**config.mk**
```make
export PLATFORM = sky130hd
export DESIGN_NAME = ft60x_tx_master
export DESIGN_NICKNAME = d
export VERILOG_FILES = /design/src/rtl/ft60x_pkg.sv /design/src/rtl/ft60x_skid_buf.sv /design/src/rtl/ft60x_tx_master.sv
export SDC_FILE = /design/constraint.sdc
export NUM_CORES = 1
export LEC_CHECK = 0
export CAP_MARGIN = 20
export CORE_ASPECT_RATIO = 1.4
export CORE_UTILIZATION = 40
export CTS_CLUSTER_DIAMETER = 40
export CTS_CLUSTER_SIZE = 10
export DETAILED_ROUTE_END_ITERATION = 8
export DONT_BUFFER_PORTS = 1
export GPL_TIMING_DRIVEN = 0
export PLACE_DENSITY_LB_ADDON = 0.3
export SKIP_LAST_GASP = 1
export SLEW_MARGIN = 20
export SYNTH_ARGS = -nofsm -noshare
export SYNTH_HDL_FRONTEND = slang
export SYNTH_SLANG_ARGS = --single-unit
```
**constraint.sdc**
```tcl
create_clock -name CLK_FTDI -period 3.75 [get_ports CLK_FTDI]
set_clock_uncertainty 0.15 [all_clocks]
set_input_delay 0.75 -clock CLK_FTDI [delete_from_list [all_inputs] [get_ports CLK_FTDI]]
set_output_delay 0.75 -clock CLK_FTDI [all_outputs]
set_load 0.005 [all_outputs]
```
**src/rtl/ft60x_pkg.sv**
```systemverilog
// Shared definitions for the FT60x 245-sync-FIFO write master.
package ft60x_pkg;

    localparam int FT60X_DATA_W = 32;
    localparam int FT60X_BE_W   = FT60X_DATA_W / 8;

    typedef enum logic [1:0] {
        ST_IDLE  = 2'd0,
        ST_BURST = 2'd1,
        ST_GAP   = 2'd2
    } tx_state_e;

endpackage

```
**src/rtl/ft60x_skid_buf.sv**
```systemverilog
// Two-entry prefetch/skid buffer. The head register is presented on out_data_o,
// the skid register catches the word already in flight while the head stalls.
module ft60x_skid_buf #(
    parameter int W = 32
) (
    input  logic         clk_i,
    input  logic         rst_i,
    input  logic         in_valid_i,
    input  logic [W-1:0] in_data_i,
    input  logic         out_ready_i,
    output logic         out_valid_o,
    output logic [W-1:0] out_data_o,
    output logic [1:0]   count_o
);

    logic [W-1:0] head_q, skid_q;
    logic [1:0]   cnt_q;
    logic         push, pop;

    assign push        = in_valid_i;
    assign pop         = out_ready_i && (cnt_q != 2'd0);
    assign out_valid_o = (cnt_q != 2'd0);
    assign out_data_o  = head_q;
    assign count_o     = cnt_q;

    // The producer never pushes into a full buffer unless it is popping too.
    always_ff @(posedge clk_i) begin
        if (rst_i) begin
            head_q <= '0;
            skid_q <= '0;
            cnt_q  <= 2'd0;
        end else begin
            unique case ({push, pop})
                2'b10: begin
                    if (cnt_q == 2'd0) head_q <= in_data_i;
                    else               skid_q <= in_data_i;
                    cnt_q <= cnt_q + 2'd1;
                end
                2'b01: begin
                    if (cnt_q == 2'd2) head_q <= skid_q;
                    cnt_q <= cnt_q - 2'd1;
                end
                2'b11: begin
                    if (cnt_q == 2'd2) begin
                        head_q <= skid_q;
                        skid_q <= in_data_i;
                    end else begin
                        head_q <= in_data_i;
                    end
                end
                default: ;
            endcase
        end
    end

endmodule

```
**src/rtl/ft60x_tx_master.sv**
```systemverilog
// FT600/FT601 write master: drains the CDC FIFO into the FT60x under TXE_N.
// Define FT60X_TEST_PATTERN_EN to source an incrementing counter instead of the FIFO.
module ft60x_tx_master
    import ft60x_pkg::*;
#(
    parameter int DATA_W    = FT60X_DATA_W,
    parameter int MAX_BURST = 1024
) (
    input  logic                CLK_FTDI,
    input  logic                rst,
    input  logic                fifo_empty,
    output logic                fifo_rd_en,
    input  logic [DATA_W-1:0]   fifo_dout,
    input  logic                TXE_N,
    output logic                WR_N,
    output logic [DATA_W-1:0]   DATA,
    output logic                DATA_OE,
    output logic [DATA_W/8-1:0] BE,
    output logic                RD_N,
    output logic                OE_N,
    output logic [31:0]         tx_count
);

    localparam int BE_W = DATA_W / 8;

    tx_state_e         state_q;
    logic              wr_n_q, oe_q, rd_vld_q;
    logic [BE_W-1:0]   be_q;
    logic [16:0]       burst_q;
    logic [31:0]       tx_cnt_q;

    logic              accept, src_avail, fetch, buf_vld;
    logic [1:0]        buf_cnt;
    logic [2:0]        occ_after;
    logic [DATA_W-1:0] in_data;

    assign accept    = !wr_n_q && !TXE_N;
    // Words left in the buffer after this edge, counting the pop already in flight.
    assign occ_after = {1'b0, buf_cnt} - {2'b0, accept} + {2'b0, rd_vld_q};
    assign fetch     = src_avail && !rst && (occ_after < 3'd2);

`ifdef FT60X_TEST_PATTERN_EN
    logic [DATA_W-1:0] pat_cnt_q, pat_dat_q;
    logic              unused_fifo;

    // Counter advances per fetched word; every fetched word is sent, so the
    // accepted sequence is 0,1,2,...
    always_ff @(posedge CLK_FTDI) begin
        if (rst) begin
            pat_cnt_q <= '0;
            pat_dat_q <= '0;
        end else if (fetch) begin
            pat_dat_q <= pat_cnt_q;
            pat_cnt_q <= pat_cnt_q + 1'b1;
        end
    end

    assign src_avail   = 1'b1;
    assign in_data     = pat_dat_q;
    assign fifo_rd_en  = 1'b0;
    assign unused_fifo = ^{fifo_empty, fifo_dout};
`else
    assign src_avail  = !fifo_empty;
    assign in_data    = fifo_dout;
    assign fifo_rd_en = fetch;
`endif

    ft60x_skid_buf #(.W(DATA_W)) u_buf (
        .clk_i       (CLK_FTDI),
        .rst_i       (rst),
        .in_valid_i  (rd_vld_q),
        .in_data_i   (in_data),
        .out_ready_i (accept),
        .out_valid_o (buf_vld),
        .out_data_o  (DATA),
        .count_o     (buf_cnt)
    );

    always_ff @(posedge CLK_FTDI) begin
        if (rst) begin
            state_q  <= ST_IDLE;
            wr_n_q   <= 1'b1;
            be_q     <= '0;
            oe_q     <= 1'b0;
            burst_q  <= '0;
            tx_cnt_q <= '0;
            rd_vld_q <= 1'b0;
        end else begin
            rd_vld_q <= fetch;
            if (accept) tx_cnt_q <= tx_cnt_q + 32'd1;
            unique case (state_q)
                ST_IDLE: begin
                    if (buf_vld && !TXE_N) begin
                        state_q <= ST_BURST;
                        wr_n_q  <= 1'b0;
                        be_q    <= '1;
                        oe_q    <= 1'b1;
                    end
                end
                ST_BURST: begin
                    if (accept) begin
                        burst_q <= burst_q + 17'd1;
                        if (burst_q + 17'd1 == 17'(MAX_BURST)) begin
                            state_q <= ST_GAP;
                            wr_n_q  <= 1'b1;
                            be_q    <= '0;
                        end else if (occ_after == 3'd0) begin
                            state_q <= ST_IDLE;
                            wr_n_q  <= 1'b1;
                            be_q    <= '0;
                            oe_q    <= 1'b0;
                        end
                    end
                end
                ST_GAP: begin
                    // Pass through IDLE within the same edge so the gap is one cycle.
                    burst_q <= '0;
                    if (buf_vld && !TXE_N) begin
                        state_q <= ST_BURST;
                        wr_n_q  <= 1'b0;
                        be_q    <= '1;
                    end else begin
                        state_q <= ST_IDLE;
                        oe_q    <= 1'b0;
                    end
                end
                default: begin
                    state_q <= ST_IDLE;
                    wr_n_q  <= 1'b1;
                    be_q    <= '0;
                    oe_q    <= 1'b0;
                end
            endcase
        end
    end

    assign WR_N     = wr_n_q;
    assign BE       = be_q;
    assign DATA_OE  = oe_q;
    assign RD_N     = 1'b1;
    assign OE_N     = 1'b1;
    assign tx_count = tx_cnt_q;

endmodule

```
# ---- Word level (Yosys, flattened, before mapping)
# Index checks and enable logic that the tools add are counted.
dict set report word_totals {
  ff_bits 124
  input_bits 36
  out_inout_bits 73
  wordCells 91
}
dict set report op_classes {
  n_addsub 6
  order_cmp 1
  eq_ne 18
  muxes 32
  reduce_logical 24
}
# operator n
set op_table {}
lappend op_table {{32-bit 2-to-1 mux} 5}
lappend op_table {{32-bit one-hot mux with 3 select lines} 1}
lappend op_table {{32-bit one-hot mux with 2 select lines} 1}
lappend op_table {{17-bit one-hot mux with 2 select lines} 1}
lappend op_table {{32-bit by 1-bit adder with 32-bit output, second input constant} 1}
lappend op_table {{17-bit by 1-bit adder with 17-bit output, second input constant} 1}
lappend op_table {{17-bit by 11-bit == test with 1-bit output, second input constant} 1}
lappend op_table {{17-bit 2-to-1 mux} 1}
lappend op_table {{4-bit 2-to-1 mux} 4}
lappend op_table {{2-bit inequality test, second input constant} 6}
lappend op_table {{3-bit AND reduction} 4}
lappend op_table {{1-bit 2-to-1 mux} 10}
lappend op_table {{2-bit == test, second input constant} 4}
lappend op_table {{2-bit 2-to-1 mux} 4}
lappend op_table {{2-bit by 1-bit inequality test with 1-bit output, second input constant} 4}
lappend op_table {{4-bit one-hot mux with 2 select lines} 1}
lappend op_table {{2-bit nonzero test} 4}
lappend op_table {{2-bit one-hot mux with 3 select lines} 1}
lappend op_table {{1-bit logical AND} 5}
lappend op_table {{5-bit AND reduction} 1}
lappend op_table {{2-bit by 1-bit == test with 1-bit output, second input constant} 2}
lappend op_table {{1-bit zero test} 4}
lappend op_table {{2-bit zero test} 2}
lappend op_table {{2-bit one-hot mux with 2 select lines} 1}
lappend op_table {{other kinds (12)} 12}

# ---- Logic depth before layout (Yosys ltp)
# Gate-level depths: netlist of run 1.
dict set report depth {
  word_depth 9
  mapped_depth 12
}

# ---- Hierarchy
# Synthesis of run 1 repeated with hierarchy kept, for this count alone.
dict set report hier_totals {
  hier_cells 764
  area_unflattened_um2 6727.7
}
# module instances cells_each area_each_um2
set modules_own_cells {}
lappend modules_own_cells {ft60x_skid_buf 1 414 3861.2}
lappend modules_own_cells {ft60x_tx_master 1 350 2866.5}

# ---- Worst setup path before layout of run 1
# Ideal clock, no wire load.
dict set report synth_path {
  path_type {input to output}
  startpoint {input TXE_N}
  endpoint {output fifo_rd_en}
  t_arrival_ps 2339
  required_ps 2850
  path_slack_ps 511
  cell_stages 8
  path_buffers 1
  cell_sequence {nor2_1 -> buf_1 -> ha_1 -> inv_1 -> ha_1 -> fa_1 -> nand2b_1 -> nor3_1}
}
dict set report synth_between {
  elab_chain_cells 6
}
# element line_no
set synth_lines {}
lappend synth_lines {{start: declaration} ft60x_tx_master.sv:14} ;# input logic TXE_N,
lappend synth_lines {{1-bit zero test} ft60x_tx_master.sv:37} ;# assign accept = !wr_n_q && !TXE_N;
lappend synth_lines {{1-bit logical AND} ft60x_tx_master.sv:37}
lappend synth_lines {{via accept} ft60x_tx_master.sv:32} ;# logic accept, src_avail, fetch, buf_vld;
lappend synth_lines {{2-bit by 1-bit subtractor with 3-bit output} ft60x_tx_master.sv:39} ;# assign occ_after = {1'b0, buf_cnt} - {2'b0, accept} + {2'b0, rd_vld_q};
lappend synth_lines {{3-bit by 1-bit adder with 3-bit output} ft60x_tx_master.sv:39}
lappend synth_lines {{3-bit by 2-bit less-than comparator with 1-bit output} ft60x_tx_master.sv:40} ;# assign fetch = src_avail && !rst && (occ_after < 3'd2);
lappend synth_lines {{1-bit logical AND} ft60x_tx_master.sv:40}
lappend synth_lines {{end: declaration} ft60x_tx_master.sv:12} ;# output logic fifo_rd_en,
# The timed path passes the listed nets, and every way through them passes these cells.

# ---- Final worst setup path of run 1
dict set report layout_path {
  startpoint {register wr_n_q, in the netlist WR_N}
  endpoint {output fifo_rd_en}
}
dict set report layout_between {
  elab_chain_cells 6
}
# element line_no
set layout_lines {}
lappend layout_lines {{start: declaration} ft60x_tx_master.sv:27} ;# logic wr_n_q, oe_q, rd_vld_q;
lappend layout_lines {{start signal: assignment} ft60x_tx_master.sv:82} ;# wr_n_q <= 1'b1;
lappend layout_lines {{start signal: assignment} ft60x_tx_master.sv:95} ;# wr_n_q <= 1'b0;
lappend layout_lines {{start signal: assignment} ft60x_tx_master.sv:105} ;# wr_n_q <= 1'b1;
lappend layout_lines {{1-bit zero test} ft60x_tx_master.sv:37}
lappend layout_lines {{1-bit logical AND} ft60x_tx_master.sv:37}
lappend layout_lines {{via accept} ft60x_tx_master.sv:32}
lappend layout_lines {{2-bit by 1-bit subtractor with 3-bit output} ft60x_tx_master.sv:39}
lappend layout_lines {{3-bit by 1-bit adder with 3-bit output} ft60x_tx_master.sv:39}
lappend layout_lines {{3-bit by 2-bit less-than comparator with 1-bit output} ft60x_tx_master.sv:40}
lappend layout_lines {{1-bit logical AND} ft60x_tx_master.sv:40}
# The timed path passes the listed nets, and every way through them passes these cells.

==> out/metrics.cfg, run 1 <==
[synthesis]
syn_avg_cell_area_um2=8.23
synthCells=655
synthFlopType=dfxtp_1
synth_top_family_by_area=simple AND/OR/NAND/NOR gates
ys_seq_area_frac=0.450
async_flop_share=0
ys.warnings.count=0
synthMuxAreaShare=0.00371
synth_fa_ha_area_frac=0.0223
syn_area_um2=5390
synth-edff-count=0
synth-compound-area-share=0.192
synth_xor_area_frac=0.0585
ys_ff_latch=121
synth_cell_types=50
synth-simple-area-share=0.228

[route]
vias=4803
drc_errors=0
viasPerCell=5.55
first_pass_iters=4
drtAntennaViolNets=0
postRouteWirelength_um=14200
avgRoutedWirePerCell_um=16.4
drt-initial-drc-count=221

[global_routing]
grt_pass1_vias=4788
grt_pass1_wl_um=23000
grt_max_degree=17
grt_antenna_before_repair=0
grt_use_total=0.209
grt-ovfl-total=0

[worst_setup_path]
critical_path_class=register to output pin
critPathLaunchType=register
critical_path.slowest_cell=dfxtp_1
crit_chain=nor2_1 -> clkbuf_2 -> ha_1 -> inv_1 -> ha_1 -> fa_1 -> xor2_1 -> nand2b_1 -> nor3_1
cp_top_family=adder cells
r2r-start=u_buf.count_o[0]
cp_data_required_time_ps=2850
cpMostUsedCell=ha_1
max_stage_delay_ps=450
cp.buffers_inverters=2
path_max_fanout=10
crit_arrival_ps=2620
startpoint=WR_N
r2r_slack_ps=490
end_kind=output pin

[placement]
place_inst=834
hpwl_um=10500
numPortBuffers=0
gp_congestion=0.845

[clock_tree]
postCtsSetupBuffers=0
root_buffer=clkbuf_16
numCtsBuffers=17
cts.sinks=121
cts_tree=built
clk_latency_ps=410
htreeDepth=4
path_clk_slew_ps=60
clockBufferDepth=2

[sta]
holdWs_ps=256
period_needed_ps=3520
grt_setup_unrepaired=no
finalSetupViolations=0
timing.setup.tns_ps=0
max_slew_margin=0.525
worstMarginPinSlew_ps=709
fmax_mhz=284
hold_violations=0
slew_viol_final=0
fin_crit_sh=0.939

[finish]
drive_gt1_frac=0.0756
layout.cells.non_filler=866
fill_cells=1303
syn_to_final_growth_pct=16.0
finish.utilization=0.481
mostFrequentLayoutCells=dfxtp_1, nor2_1, nand2_1
layout_commonest_cell=dfxtp_1
nNetsFinal=720
antenna_cells=0

[worst_hold_path]
holdCritStartpoint=fifo_empty
hold_path.class=primary input to register

[floorplanning]
rows=49
dieArea_um2=13900
initial_core_util=0.415
ios=109
core_area_um2=13000
die_height_um=139
die_w_um=100

[power_and_ir_drop]
total_leakage_power_nw=2.17
ir_drop_uv=327
power.density_nw_per_um2=584

[flow_run]
maxCapViolCount=0

[outcome]
status=completed

==> power by group <==
| part | internal, W | switching, W |
|---|---|---|
| logic | 0.000157 | 0.000274 |
| registers | 0.00140 | 0.0000930 |
| clock network | 0.00113 | 0.000597 |
==> registers in the layout, indices dropped and copies added, names as in the netlist <==
name              count
state_q               2
BE                    1
u_buf.out_data_o     32
DATA_OE               1
u_buf.count_o         2
tx_count             32
u_buf.skid_q         32
rd_vld_q              1
WR_N                  1
burst_q              17
==> synthesized netlist by cell type, types with 13 or more instances <==
library cell  number  area [um2]
nand3_1           20         100
a211oi_1          36         270
dfxtp_1          121        2420
nor2_1           102         383
xor2_1            26         228
nand4_1           13        81.3
a21oi_1           49         245
nand2_1           87         327
a22oi_1           36         270
clkbuf_1          35         131
o21ai_0           16        80.1
nor3_1            13        65.1
==> worst register-to-register path, cell delays in order, from the launching register on <==
cell and delay (ps):
dfxtp_1 290, clkbuf_1 180, nor2_1 400, or3_1 270
inv_1 90, ha_1 240, mux2i_1 140, a21oi_1 80
nor2_1 510, clkbuf_1 470, nor2_1 100, a211oi_1 240
==> final timing paths <==
check / to / cells after the start
worst max register to register: u_buf.out_data_o[0] / 11
worst max-delay path: fifo_rd_en / 9
worst min-delay path: rd_vld_q / 1
worst min register to register: u_buf.skid_q[3] / 2
==> through the flow <==
stage	power, W	setup slack [ps]	cell area, um2
5_1_grt	0.00379	70.1	6250
3_3_place_gp	0.00193	179	5620
3_5_place_dp	0.00195	154	5620
2_1_floorplan	0.00181	511	5390
4_1_cts	0.00366	42.6	6250
6_report	0.00365	229	6250
==> repair_timing <==
action / in CTS / in global routing
gates resized for setup: 0 / 1
hold buffers: 0 / 0
endpoints found under the setup margin: 0 / 1
==> layer usage <==
layer / vias to the layer above / track usage / routed length, um
li1: 2343 / - / -
met1: 2271 / 0.217 / 5500
met2: 154 / 0.371 / 7270
met3: 35 / 0.0648 / 1030
met4: 0 / 0.112 / 428
met5: - / 0 / 0
==> cell type report <==
cell class,instances,area [um2],area share
inverter,11,41.3,0.00661
multi-input combinational,477,2730,0.437
buffer,47,201,0.0322
tap,178,223,0.0356
clock buffer,22,494,0.0791
sequential,121,2420,0.388
clock inverter,10,140,0.0224
==> cells by family after synthesis <==
logic type                 after synthesis
muxes                                    2
xor gates and xnor gates                36
other                                    1
DFF                                    121
AOI/OAI and AO/OA                      158
and+or+nand+nor                        270
adders and majority gates                9
buffers and inverters                   58
Note: power is estimated with default switching activity, not from simulation.
==> run 2, diff against run 1 <==
Settings changed: GPL_TIMING_DRIVEN 0 to not set.
==> run 2 against run 1 <==
  * Global-route usage decreased by 1.7 points
  * Via count down 5.0%
  * Die area did not move
  * Cell count shrank 4.6%
==> out/metrics.cfg, run 2 (synthesis results as in run 1) <==
[worst_hold_path]
holdCritStartpoint=rst
holdPathStages=1  ; unchanged
hold_path.class=primary input to register
hold_end=u_buf.skid_q[17]

[power_and_ir_drop]
swShare=0.258  ; -0.00653
clock_power_share=0.463  ; -0.011
total_leakage_power_nw=2.10  ; -3.2%
p_sw_w=0.000894  ; -7.3%
seq_power_share=0.432  ; +0.024
power.density_nw_per_um2=569  ; -2.5%
ir_drop_uv=333  ; +1.8%
p_int_w=0.00257  ; -4.1%
combinationalPowerShare=0.105  ; -0.013

[clock_tree]
cts_tree=built
postCtsSetupBuffers=0  ; unchanged
htreeDepth=4  ; unchanged
path_clk_slew_ps=60  ; about the same
postCtsResizedCells=0  ; unchanged
numCtsBuffers=17  ; unchanged
clockBufferDepth=2  ; unchanged
clk_latency_ps=410  ; about the same
hold_buffers=0  ; unchanged
cts.sinks=121  ; unchanged
root_buffer=clkbuf_16

[finish]
drive_gt1_frac=0.0787  ; +0.00312
nNetsFinal=680  ; -5.6%
fill_cells=1303  ; unchanged
antenna_cells=0  ; unchanged
layout_commonest_cell=dfxtp_1
mostFrequentLayoutCells=dfxtp_1, nor2_1, nand2_1
finish.utilization=0.469  ; -0.0121
syn_to_final_growth_pct=13.1
layout.cells.non_filler=826  ; -4.6%

[worst_setup_path]
crit_arrival_ps=2350  ; -270 ps
end_kind=output pin
cp_top_family=adder cells
critical_path.slowest_cell=dfxtp_1
cp.buffers_inverters=2  ; unchanged
critPathLaunchType=register
path_max_fanout=7  ; -3
critical_path_class=register to output pin
r2r_slack_ps=930  ; +440 ps
cp_data_required_time_ps=2850  ; about the same
r2r-start=burst_q[0]
max_stage_delay_ps=510  ; +60 ps
r2r_cells=8  ; -3
crit_chain=inv_1 -> ha_1 -> inv_1 -> ha_1 -> fa_1 -> xor2_1 -> nand2b_1 -> nor3_1
r2r-end=BE[2]

[placement]
numPortBuffers=0  ; unchanged
hpwl_um=8460  ; -20%
place_inst=794  ; -4.8%
gp_congestion=0.868  ; +2.8%

[sta]
grt_setup_unrepaired=no
worstMarginPinSlew_ps=779  ; +70.1 ps
fmax_mhz=308  ; +8.3%
hold_violations=0  ; unchanged
finalSetupViolations=0  ; unchanged
fin_crit_sh=0.867  ; -0.0723
holdWs_ps=259  ; +3.34 ps
slew_viol_final=0  ; unchanged
max_slew_margin=0.479  ; -0.0458
period_needed_ps=3250  ; -271 ps
timing.setup.tns_ps=0  ; unchanged

[global_routing]
grt_antenna_before_repair=0  ; unchanged
grt_pass1_vias=4449  ; -7.1%
grt_pass1_wl_um=21500  ; -6.5%
grt_max_degree=123  ; +106
grt-ovfl-total=0  ; unchanged
grt_use_total=0.193  ; -0.0166

[route]
viasPerCell=5.52  ; -0.40%
vias=4563  ; -5.0%
first_pass_iters=4  ; unchanged
drtAntennaViolNets=0  ; unchanged
avgRoutedWirePerCell_um=15.6  ; -4.9%
postRouteWirelength_um=12900  ; -9.3%
drc_errors=0  ; unchanged
drt-initial-drc-count=198  ; -10%

[outcome]
status=completed

[floorplanning]
core_area_um2=13000  ; unchanged
dieArea_um2=13900  ; unchanged
ios=109  ; unchanged
die_w_um=100  ; unchanged
rows=49  ; unchanged
initial_core_util=0.415  ; unchanged
die_height_um=139  ; unchanged

[flow_run]
maxCapViolCount=0  ; unchanged

==> run 2: changes by cell type in the layout (fill, tap and decap cells not counted), sizes merged <==
cell | before | now
clkinvlp | 3 | 1
clkinv | 4 | 6
inv | 11 | 12
bufinv | 3 | 2
clkbuf | 58 | 22
buf | 11 | 7
==> run 2: how the worst max path moves through the flow <==
stage / from / endpoint / slack [ps] / cells after the start
floorplan: TXE_N / fifo_rd_en / 510 / 8
global placement: TXE_N / u_buf.skid_q[12] / 720 / 6
detailed placement: TXE_N / u_buf.skid_q[14] / 580 / 6
CTS: u_buf.count_o[0] / fifo_rd_en / 460 / 8
global route: u_buf.count_o[0] / fifo_rd_en / 270 / 8
finish: u_buf.count_o[0] / fifo_rd_en / 500 / 8
==> run 2: layout make-up <==
type | instances | area, um2 | area share
multi-input cells | 477 | 2760 | 0.453
flip-flops and latches | 121 | 2420 | 0.398
clock buffers | 22 | 474 | 0.0778
well taps | 178 | 223 | 0.0366
clock inverters | 10 | 118 | 0.0193
repair buffers | 7 | 52.6 | 0.00862
inverters | 11 | 41.3 | 0.00678
==> run 2: per-layer routing <==
layer / up-vias / part of all wire / wire, um / GRT usage
li1: 2257 / - / - / -
met1: 2172 / 0.42 / 5480 / 0.221
met5: - / 0 / 0 / 0
met3: 18 / 0.060 / 774 / 0.0648
met4: 0 / 0.019 / 240 / 0.0778
met2: 116 / 0.50 / 6410 / 0.326
==> run 2: power groups by stage <==
| stage | clock (W) | sequential [W] | combinational [W] |
|---|---|---|---|
| after global placement | 0 | 0.00152 | 0.000354 |
| after floorplan | 0 | 0.00148 | 0.000330 |
| after global routing | 0.00171 | 0.00151 | 0.000421 |
| after CTS | 0.00165 | 0.00150 | 0.000367 |
| final | 0.00161 | 0.00150 | 0.000364 |
| after detailed placement | 0 | 0.00153 | 0.000365 |
==> run 2: through the flow <==
stage / cell area, um2 / total power, W / setup slack (ps)
2_1_floorplan: 5390 / 0.00181 / 511
3_3_place_gp: 5500 / 0.00188 / 717
3_5_place_dp: 5500 / 0.00189 / 582
4_1_cts: 6090 / 0.00351 / 457
5_1_grt: 6090 / 0.00364 / 265
6_report: 6090 / 0.00347 / 500
